$ cat src/rtl/mem_arb_pkg.sv
// Shared types and constants for the fetch/data memory arbiter.
package mem_arb_pkg;

    typedef enum logic [1:0] {
        IDLE   = 2'b00,
        F_WAIT = 2'b01,
        D_WAIT = 2'b10
    } arbState_t;

    localparam int unsigned DEFAULT_TIMEOUT = 16;
    localparam logic [31:0] BUS_ERR_FILL    = 32'h0;

endpackage

$ cat src/rtl/mem_arb_watchdog.sv
// Wait-state counter for the arbiter; fires once an access has waited TIMEOUT-1 cycles.
module mem_arb_watchdog
    import mem_arb_pkg::*;
#(
    parameter int unsigned TIMEOUT = DEFAULT_TIMEOUT
) (
    input  logic clk,
    input  logic rst,
    input  logic clear,
    input  logic enable,
    output logic fire
);

    localparam int unsigned CW = (TIMEOUT > 2) ? $clog2(TIMEOUT) : 1;

    logic [CW-1:0] count;

    always_ff @(posedge clk or negedge rst) begin
        if (!rst) begin
            count <= '0;
        end else if (clear) begin
            count <= '0;
        end else if (enable) begin
            count <= count + 1'b1;
        end
    end

    assign fire = enable && (count == CW'(TIMEOUT - 1));

endmodule

$ cat src/rtl/mem_arbiter.sv
// Arbitrates a single-ported memory between instruction fetch and data access;
// data wins ties, every access passes through IDLE, and a watchdog bounds each wait.
module mem_arbiter
    import mem_arb_pkg::*;
#(
    parameter int unsigned ADDR_W  = 32,
    parameter int unsigned DATA_W  = 32,
    parameter int unsigned TIMEOUT = DEFAULT_TIMEOUT
) (
    input  logic              clk,
    input  logic              rst,
    input  logic              if_req,
    input  logic [ADDR_W-1:0] if_addr,
    output logic [DATA_W-1:0] if_rdata,
    output logic              if_stall,
    input  logic              d_req,
    input  logic              d_we,
    input  logic [ADDR_W-1:0] d_addr,
    input  logic [DATA_W-1:0] d_wdata,
    output logic [DATA_W-1:0] d_rdata,
    output logic              d_stall,
    output logic              mem_en,
    output logic              mem_we,
    output logic [ADDR_W-1:0] mem_addr,
    output logic [DATA_W-1:0] mem_wdata,
    input  logic [DATA_W-1:0] mem_rdata,
    input  logic              mem_ready,
    output logic              bus_err
);

    arbState_t         state;
    logic [DATA_W-1:0] ifHold;
    logic [DATA_W-1:0] dHold;
    logic              waiting;
    logic              wdFire;
    logic              done;
    logic              timedOut;
    logic              fDone;
    logic              dDone;
    logic [DATA_W-1:0] doneData;

    assign waiting  = (state != IDLE);
    assign done     = waiting && (mem_ready || wdFire);
    // A ready arriving on the watchdog cycle still counts as a normal completion.
    assign timedOut = waiting && wdFire && !mem_ready;
    assign fDone    = (state == F_WAIT) && done;
    assign dDone    = (state == D_WAIT) && done;
    assign doneData = timedOut ? DATA_W'(BUS_ERR_FILL) : mem_rdata;

    assign if_rdata = fDone ? doneData : ifHold;
    assign d_rdata  = dDone ? doneData : dHold;
    assign if_stall = if_req && !fDone;
    assign d_stall  = d_req && !dDone;

    mem_arb_watchdog #(
        .TIMEOUT(TIMEOUT)
    ) u_watchdog (
        .clk   (clk),
        .rst   (rst),
        .clear (done || !waiting),
        .enable(waiting),
        .fire  (wdFire)
    );

    always_ff @(posedge clk or negedge rst) begin
        if (!rst) begin
            state     <= IDLE;
            mem_en    <= 1'b0;
            mem_we    <= 1'b0;
            mem_addr  <= '0;
            mem_wdata <= '0;
            ifHold    <= '0;
            dHold     <= '0;
            bus_err   <= 1'b0;
        end else begin
            mem_en <= 1'b0;
            unique case (state)
                IDLE: begin
                    if (d_req) begin
                        mem_addr  <= d_addr;
                        mem_wdata <= d_wdata;
                        mem_we    <= d_we;
                        mem_en    <= 1'b1;
                        state     <= D_WAIT;
                    end else if (if_req) begin
                        mem_addr <= if_addr;
                        mem_we   <= 1'b0;
                        mem_en   <= 1'b1;
                        state    <= F_WAIT;
                    end
                end
                F_WAIT: begin
                    if (done) begin
                        ifHold <= doneData;
                        state  <= IDLE;
                    end
                end
                D_WAIT: begin
                    if (done) begin
                        dHold <= doneData;
                        state <= IDLE;
                    end
                end
                default: state <= IDLE;
            endcase
            if (timedOut) begin
                bus_err <= 1'b1;
            end
        end
    end

endmodule

$ cat config.mk
export PLATFORM = sky130hd
export DESIGN_NAME = mem_arbiter
export DESIGN_NICKNAME = d
export VERILOG_FILES = /design/src/rtl/mem_arb_pkg.sv /design/src/rtl/mem_arb_watchdog.sv /design/src/rtl/mem_arbiter.sv
export SDC_FILE = /design/constraint.sdc
export NUM_CORES = 1
export LEC_CHECK = 0
export ABC_AREA = 1
export BUFFER_PORTS_ARGS = -buffer_cell sky130_fd_sc_hd__buf_2
export CORE_MARGIN = 8
export CORE_UTILIZATION = 48
export CTS_CLUSTER_DIAMETER = 30
export DETAILED_ROUTE_END_ITERATION = 12
export PLACE_DENSITY = 0.9
export SLEW_MARGIN = 20
export SYNTH_ARGS = -nofsm -noshare
export SYNTH_HDL_FRONTEND = slang
export SYNTH_SLANG_ARGS = --single-unit
export TNS_END_PERCENT = 100
$ cat constraint.sdc
create_clock -name clk -period 2.05 [get_ports clk]
set_clock_uncertainty 0.15 [all_clocks]
set_input_delay 0.41 -clock clk [delete_from_list [all_inputs] [get_ports clk]]
set_output_delay 0.41 -clock clk [all_outputs]
set_load 0.01 [all_outputs]
Word level (Yosys, flattened, before mapping). Cells that the tools add are included.

Add/subtract/negate cells: 1. Equal/unequal tests: 5. Mux-type cells: 16. Reduce and logical (&&, ||, !) cells: 24.

Operator list (count): $mux 32 (5); $reduce_and 2->1 (5); $logic_and 1x1->1 (8); $mux 4 (2); $mux 2 (3); $reduce_bool 2->1 (3); $mux 1 (5); $add 4x1->4 const B (1); $eq 4x4->1 const B (1); $logic_not 1->1 (4); $pmux 2 s2 (1); $ne 3x3->1 const B (1); $eq 2x1->1 const B (1); $eq 2x2->1 const B (1); $logic_not 2->1 (1); $logic_or 1x1->1 (2); $ne 2x1->1 const B (1); $reduce_or 2->1 (1).

Register bits: 137. Input port bits: 134. Output and inout bits: 133. Logic and storage cells: 55.

Logic depth before layout (Yosys ltp). Gate-level depths: netlist of the first run.

Word-level depth: 7. Depth in mapped cells: 8. Gate-level depth less buffers: 8.

Modules after synthesis. A second synthesis of the first run with hierarchy kept.

Cells, all modules: 753. Area, all modules: 6145.9 um^2.

By module, submodules not included: mem_arbiter (times used 1, cells an instance 729, area an instance 5945.7 um^2); mem_arb_watchdog (times used 1, cells an instance 24, area an instance 200.2 um^2).

Worst setup path before layout of the first run. OpenSTA, ideal clock, no wires.

Path kind: register -> output. From: register state[0]. To: output d_rdata[2]. Arrival time: 1528 ps. Path slack: -38 ps. Cell stages (with the launch flop): 8. Path buffers: 1. Path through: dfrtp_1 > inv_1 > ha_1 > inv_1 > nand3_2 > buf_2 > nand2_1 > o21ai_0.

Cells in the longest elaborated chain, start to end: 6. Elaborated cells between the ends (all ways): 10. Classes of those cells: eq/ne: 1; mux: 2; reduce/logical: 7.

Ends and longest elaborated chain: start, declared (line mem_arbiter.sv:31) `arbState_t state;`; start signal, assigned (line mem_arbiter.sv:67) `state <= IDLE;`; start signal, assigned (line mem_arbiter.sv:84) `state <= D_WAIT;`; start signal, assigned (line mem_arbiter.sv:89) `state <= F_WAIT;`; $reduce_bool 2->1 (line mem_arbiter.sv:42) `assign waiting = (state != IDLE);`; $logic_and 1x1->1 (line mem_arb_watchdog.sv:28) `assign fire = enable && (count == CW'(TIMEOUT - 1));`; $logic_and 1x1->1 or $logic_or 1x1->1 (tied branches) (line mem_arbiter.sv:45, mem_arbiter.sv:43); $logic_and 1x1->1, on equally long branches (line mem_arbiter.sv:45, mem_arbiter.sv:43); $mux 32 or $logic_and 1x1->1 (tied branches) (line mem_arbiter.sv:48, mem_arbiter.sv:47); $mux 32 * (line mem_arbiter.sv:51) `assign d_rdata = dDone ? doneData : dHold;`; end, declared (line mem_arbiter.sv:20) `output logic [DATA_W-1:0] d_rdata,`.

Mark *: on every way between the ends. The rest lies on a longest branch, timed or not.

Worst setup path in the final report of the first run.
From: register u_watchdog.count[0]. To: output d_rdata[4].

Cells in the longest elaborated chain, start to end: 6. Elaborated cells between the ends (all ways): 9. Classes of those cells: eq/ne: 1; mux: 2; reduce/logical: 6.

Ends and longest elaborated chain: start, declared (line mem_arb_watchdog.sv:16) `logic [CW-1:0] count;`; start signal, assigned (line mem_arb_watchdog.sv:24) `count <= count + 1'b1;`; $eq 4x4->1 * (line mem_arb_watchdog.sv:28); $logic_and 1x1->1 * (line mem_arb_watchdog.sv:28); $logic_and 1x1->1 or $logic_or 1x1->1 (tied branches) (line mem_arbiter.sv:45, mem_arbiter.sv:43); $logic_and 1x1->1, on equally long branches (line mem_arbiter.sv:45, mem_arbiter.sv:43); $mux 32 or $logic_and 1x1->1 (tied branches) (line mem_arbiter.sv:48, mem_arbiter.sv:47); $mux 32 * (line mem_arbiter.sv:51).

Marked as above.

==> reports/qor.yml, run 1 <==
globalplace.congestion: 0.877
fin_crit_ns: 2.75
pin_count: 267
power_frac_clock_pct: 19.6
grt_pass1_vias: 7105
hold_path_class: "in2reg"
failed_checks: "negative setup slack"
grt_usage_pct: 28.8
fin_nets: 1200
drtIter0Drc: 841
placement.io_buffers: 266
hpwl_um: 14200
synthTopCellsByArea: "dfrtp_1 56%, nand2_1 14%, o21ai_1 6.9%, o21ai_2 4.0%, a31oi_1 3.3%"
max_freq_mhz: 363
pwr_density_cell_nw_per_um2: 1520
ctsRootBufferMaster: "clkbuf_16"
die_w_um: 129
place_inst: 1160
grt_antenna_before_repair: 2
place_area_sq_um: 8170
relSlewSlack_pct: 64.8
clockBufferDepth: 2
fin_area_sq_um: 10400
clk_pin_slew_worst_paths_ns: 0.06
synth_async_sr_flop_share_pct: 100
syn_nets: 813
synth_top_area_share_pct: 56.1
reg2regPathDepth: 9
synth_ff_type: "dfrtp_1"
timing_hold_violations_final: 0
start_util_pct: 48.8
vias_per_cell: 5.69
coreArea_sq_um: 12500
grt_max_degree: 68
ant_nets: 0
drive_gt1_share_pct: 57.4
ys_ff_latch: 137
rsz0062_at_grt: "yes"
cp_max_fo: 17
p_sw_share_pct: 41.2
yosys.cell_types.count: 25
layoutNonFillerInstCount: 1249
ys_warn_count: 0
drc: 0
period_share_pct: 134
cts_buffers: 17
yosysMostFrequentCell: "nand2_1"
cellLeakagePower_nw: 5.31
area_growth_pct: 71.0
dieArea_sq_um: 16600
grt_pass1_wl_um: 37100
whs_path_depth: 3
slew_violations: 0
synth_edf_count: 0
startpoint_type: "flop"
overflow: 0
fin_ws_ns: -0.703
cp.arrival_ns: 2.19
avgSynthCellArea_sq_um: 9.05
whs_ns: 0.0342
synth_common_cells: "230 x nand2_1, 137 x dfrtp_1, 84 x o21ai_1, 37 x nor2_1"
ys_seq_area_share_pct: 56.1
first_pass_iters: 5
cts_tree: "built"
htreeDepth: 4
vias: 7108
rows: 41
ir_worst_vdd_mv: 0.924
endpoint_kind: "primary output"
worst_slew_pin_slew_ns: 0.527
worstSetupPathType: "reg2out"
cap_violations: 0
routed_wirelength_um: 29000
power_frac_comb_pct: 49.6
die_y_um: 129
netlist_instances: 675
setup_viol: 66
syn-cell-area_sq_um: 6110
wire_per_inst_um: 23.2
cts.sinks: 137
intPower_mw: 9.34
switchingPower_mw: 6.54
fillers: 631
status: "complete, but fails checks"
yosys.area.top_type: "dfrtp_1"
clk_latency_ns: 0.41
p_seq_share_pct: 30.8
crit_required_ns: 1.49
-- metal layers --
layer | wire [um] | vias up | track usage, %
li1 | - | 3005 | -
met1 | 10100 | 3320 | 32.1
met2 | 13900 | 617 | 48.9
met3 | 3210 | 166 | 8.44
met4 | 1750 | 0 | 15.8
met5 | 0 | - | 0
-- logic make-up after synthesis --
kind of cell / count (synthesis) / synth area share (%)
DFF: 137 / 56.1
AOI/OAI and AO/OA: 166 / 16.3
buffers and inverters: 54 / 4.98
adders and majority gates: 4 / 0.819
and+or+nand+nor: 312 / 21.5
xor gates and xnor gates: 2 / 0.287
-- power groups by stage --
stage	clock network, mW	logic, mW	registers (mW)
3_3_place_gp	0	5.40	4.49
5_1_grt	3.26	8.31	4.99
6_report	3.11	7.88	4.89
2_1_floorplan	0	2.75	4.79
4_1_cts	3.06	6.57	4.62
3_5_place_dp	0	5.59	4.54
-- cell type report --
type / count / area [sq um] / area share (%)
inverters: 11 / 41.3 / 0.395
flip-flops and latches: 137 / 3430 / 32.8
well taps: 172 / 215 / 2.06
diodes: 2 / 5.00 / 0.0479
multi-input cells: 487 / 3160 / 30.2
repair buffers: 408 / 3000 / 28.8
clock inverters: 10 / 118 / 1.13
clock buffers: 22 / 474 / 4.54
-- timing repair --
| item | in CTS | in global routing |
|---|---|---|
| endpoints found under the hold margin | 45 | 0 |
| gates resized for setup | 137 | 119 |
| hold buffers | 1 | 0 |
| pin swaps | 6 | 9 |
| cloned | 11 | 5 |
| setup buffers | 26 | 16 |
| endpoints found under the setup margin | 66 | 69 |
-- metrics by stage --
stage	TNS [ns]	power [mW]	worst slack (ns)	utilization (%)
after global placement	-3.26	9.89	-0.109	65.3
after floorplan	-0.0770	7.54	-0.0385	-
after detailed placement	-7.70	10.1	-0.202	65.3
after CTS	-34.38	14.2	-0.567	77.8
after global routing	-43.52	16.6	-0.767	83.4
final	-38.74	15.9	-0.703	83.4
-- flip-flops by register name, indices dropped and copies added (netlist names) --
signal / cells
bus_err: 1
ifHold: 32
u_watchdog.count: 4
mem_we: 1
mem_en: 1
state: 2
mem_addr: 32
mem_wdata: 32
dHold: 32
-- cells in the final DEF (no fill, tap or decap), drive strengths merged --
cell type,instances
clkinv,4
nor2,37
nand3,7
o21ai,129
nand2,271
inv,11
xor2,1
a31oi,32
dlygate4sd3,1
ha,4
buf,402
a21oi,4
diode,2
xnor2,1
clkbuf,27
o21bai,1
dfrtp,137
bufinv,2
clkinvlp,4
-- worst max-delay path, cell delays in order (launching register included) --
cell and delay, ns:
dfrtp_1 0.40, ha_4 0.18, nand3_4 0.09, a21oi_4 0.24, nand2_4 0.14, buf_12 0.16
buf_16 0.16, nand2_1 0.13, o21ai_1 0.11, buf_2 0.16
-- path summary, 6_finish.rpt --
check / startpoint / end / slack (ns)
max: u_watchdog.count[0]$_DFFE_PN0P_ / d_rdata[4] / -0.70
min: d_wdata[25] / mem_wdata[25]$_DFFE_PN0P_ / 0.03
max reg2reg: u_watchdog.count[0]$_DFFE_PN0P_ / dHold[22]$_DFFE_PN0P_ / 0
min reg2reg: mem_wdata[19]$_DFFE_PN0P_ / mem_wdata[19]$_DFFE_PN0P_ / 0.33
max in group asynchronous: rst / dHold[20]$_DFFE_PN0P_ / 0.75
min in group asynchronous: rst / ifHold[14]$_DFFE_PN0P_ / 0.36
Power figures use the tool's default switching activity.
==> run 2, diff against run 1 <==
--- a/config.mk
+++ b/config.mk
@@ -15,5 +15,6 @@
 export SLEW_MARGIN = 20
 export SYNTH_ARGS = -nofsm -noshare
 export SYNTH_HDL_FRONTEND = slang
+export SYNTH_HIERARCHICAL = 1
 export SYNTH_SLANG_ARGS = --single-unit
 export TNS_END_PERCENT = 100
==> reports/qor.yml, run 2 <==
slew_violations: 0
wire_per_inst_um: 14.8
coreArea_sq_um: 12600
globalplace.congestion: 0.835
p_sw_share_pct: 37.5
cts.sinks: 137
fin_util_pct: 70.2
setup_viol: 66
cts_buffers: 17
vias: 5918
synth_top_area_share_pct: 55.8
yosys.cell_types.count: 22
fin_crit_ns: 2.69
fillers: 960
yosysMostFrequentCell: "nand2_1"
fin_ws_ns: -0.641
grt_pass1_vias: 5875
use_met3_pct: 6.16
synth_edf_count: 0
ctsRootBufferMaster: "clkbuf_16"
fin_nets: 1181
hpwl_um: 13200
grtUsageMet1_pct: 24.1
grt_pass1_wl_um: 28300
die_y_um: 129
period_share_pct: 131
drc: 0
synth_common_cells: "333 x nand2_1, 137 x dfrtp_1, 122 x o21ai_0, 45 x inv_1, 40 x o21ai_1"
failed_checks: "negative setup slack"
cp.arrival_ns: 2.13
path_cells: "inv_2, ha_4, inv_8, nand2_4, nor2_4, inv_2, nand2_4, buf_12, nand3_4, buf_4, o21ai_1, buf_2"
grt_antenna_before_repair: 0
switchingPower_mw: 4.88
synth_ff_type: "dfrtp_1"
layout_common_cells: "295 x nand2_1, 265 x buf_2, 137 x dfrtp_1, 71 x o21ai_0, 59 x o21ai_1"
placement.io_buffers: 266
path_buf_inv: 6
netlist_instances: 753
overflow: 0
syn_nets: 892
yosys.area.top_type: "dfrtp_1"
crit_required_ns: 1.49
pwr_density_cell_nw_per_um2: 1480
power_frac_comb_pct: 42.2
synthTopCellsByArea: "dfrtp_1 56%, nand2_1 20%, o21ai_0 9.9%, o21ai_1 3.3%, inv_1 2.7%"
die_w_um: 129
rows: 41
whs_ns: 0.0414
htreeDepth: 4
timing_hold_violations_final: 0
clockBufferDepth: 2
final_common_cell: "nand2_1"
worst_path_largest_cell_delay_ns: 0.36
grt_max_degree: 67
endpoint_kind: "primary output"
hold_path_class: "in2reg"
diodes: 0
pin_count: 267
worstSetupPathType: "reg2out"
area_growth_pct: 43.5
layoutNonFillerInstCount: 1227
worst_slew_pin_slew_ns: 0.338
finalPower_mw: 13.0
cp_max_fo: 6
ys_seq_area_share_pct: 55.8
dieArea_sq_um: 16700
ys_ff_latch: 137
startpoint_type: "flop"
relSlewSlack_pct: 77.2
first_pass_iters: 4
use_met2_pct: 38.4
critPathTopFamily: "buffers and inverters"
cap_violations: 0
drtIter0Drc: 404
vias_per_cell: 4.82
cp_slowest_cell: "dfrtp_1"
ir_worst_vdd_mv: 0.849
routed_wirelength_um: 18100
max_freq_mhz: 372
power_frac_clock_pct: 23.5
syn-cell-area_sq_um: 6150
rsz0062_at_grt: "yes"
p_seq_share_pct: 34.3
clk_latency_ns: 0.41
cts_tree: "built"
ant_nets: 0
ys_warn_count: 6
clk_pin_slew_worst_paths_ns: 0.06
intPower_mw: 8.13
start_util_pct: 48.9
status: "complete, but fails checks"
drive_gt1_share_pct: 40.4
grt_usage_pct: 21.6
avgSynthCellArea_sq_um: 8.16
cellLeakagePower_nw: 4.92
synth_async_sr_flop_share_pct: 100
place_inst: 1185
grt-busiest-layer: "met2"
run 2: cell types whose count changed in the layout (fill, tap and decap cells not counted), moves of 13 or more:
cell / change
a31oi_1: -32
nand2_4: -45
o21ai_0: +66
buf_4: -70
buf_2: +13
buf_6: -13
nor2_1: -30
nand2_1: +116
o21ai_2: -32
inv_1: +33
run 2: layout make-up:
type / count / area, sq um / area share (%)
Sequential cell: 137 / 3430 / 38.9
Clock buffer: 25 / 515 / 5.84
Multi-Input combinational cell: 526 / 2560 / 29.1
Tap cell: 172 / 215 / 2.44
Timing Repair Buffer: 312 / 1820 / 20.6
Clock inverter: 7 / 87.6 / 0.993
Inverter: 48 / 190 / 2.16
run 2: kinds of logic (layout without fill, tap and decap cells):
kind of cell             Yosys count  in the layout  share of synthesized area (%)
adder cells (fa/ha/maj)            5              5                           1.02
AND/OR/NAND/NOR                  353            354                           22.3
buffers and inverters             91            392                           7.02
XOR/XNOR                           1              1                          0.143
flip-flops                       137            137                           55.8
AO/OA/AOI/OAI                    166            166                           13.7
run 2: what timing repair did:
action                     4_1_cts  5_1_grt
setup endpoints to repair       66       66
hold endpoints to repair        26        0
cloned                           1        2
hold buffers                     1        0
pin swaps                        4        3
resized for setup               17       25
buffers inserted                 5        1
run 2: per-stage QoR:
| stage | worst slack [ns] | area [sq um] | setup TNS, ns |
|---|---|---|---|
| 2_1_floorplan | -0.0322 | 6340 | -1.20 |
| 3_3_place_gp | -0.0788 | 8000 | -2.97 |
| 3_5_place_dp | -0.128 | 8000 | -5.72 |
| 4_1_cts | -0.572 | 8720 | -34.97 |
| 5_1_grt | -0.767 | 8820 | -44.42 |
| 6_report | -0.641 | 8820 | -36.11 |
run 2: final timing paths:
kind | cells past startpoint | end | slack, ns | start
worst max-delay path | 12 | d_rdata[31] | -0.64 | state[0]$_DFFE_PN0P_
worst min-delay path | 3 | mem_wdata[28]$_DFFE_PN0P_ | 0.04 | d_wdata[28]
worst max register to register | 12 | dHold[1]$_DFFE_PN0P_ | 0.09 | state[0]$_DFFE_PN0P_
worst min register to register | 2 | mem_wdata[7]$_DFFE_PN0P_ | 0.33 | mem_wdata[7]$_DFFE_PN0P_
max in group asynchronous | 3 | dHold[21]$_DFFE_PN0P_ | 0.85 | rst
min in group asynchronous | 2 | mem_wdata[12]$_DFFE_PN0P_ | 0.30 | rst
run 2: worst register-to-register path, delay by kind of cell (launching register included):
| kind | cells | cell delay (ns) |
|---|---|---|
| AO/OA/AOI/OAI | 1 | 0.20 |
| adder cells (fa/ha/maj) | 1 | 0.18 |
| buffers and inverters | 6 | 0.61 |
| flip-flops | 1 | 0.36 |
| AND/OR/NAND/NOR | 4 | 0.37 |
run 2: power by group through the flow:
stage / combinational [mW] / sequential (mW) / clock (mW)
global route: 6.08 / 4.60 / 3.23
finish: 5.49 / 4.47 / 3.05
CTS: 5.47 / 4.44 / 3.11
floorplan: 2.80 / 4.71 / 0
detailed placement: 5.35 / 4.43 / 0
global placement: 5.19 / 4.40 / 0
run 2: metal layers:
layer	vias to the layer above	wire, um	share of wire, %
met5	-	0	0
met2	159	9550	53
li1	2975	-	-
met1	2753	7090	39
met3	31	1120	6.2
met4	0	368	2.0
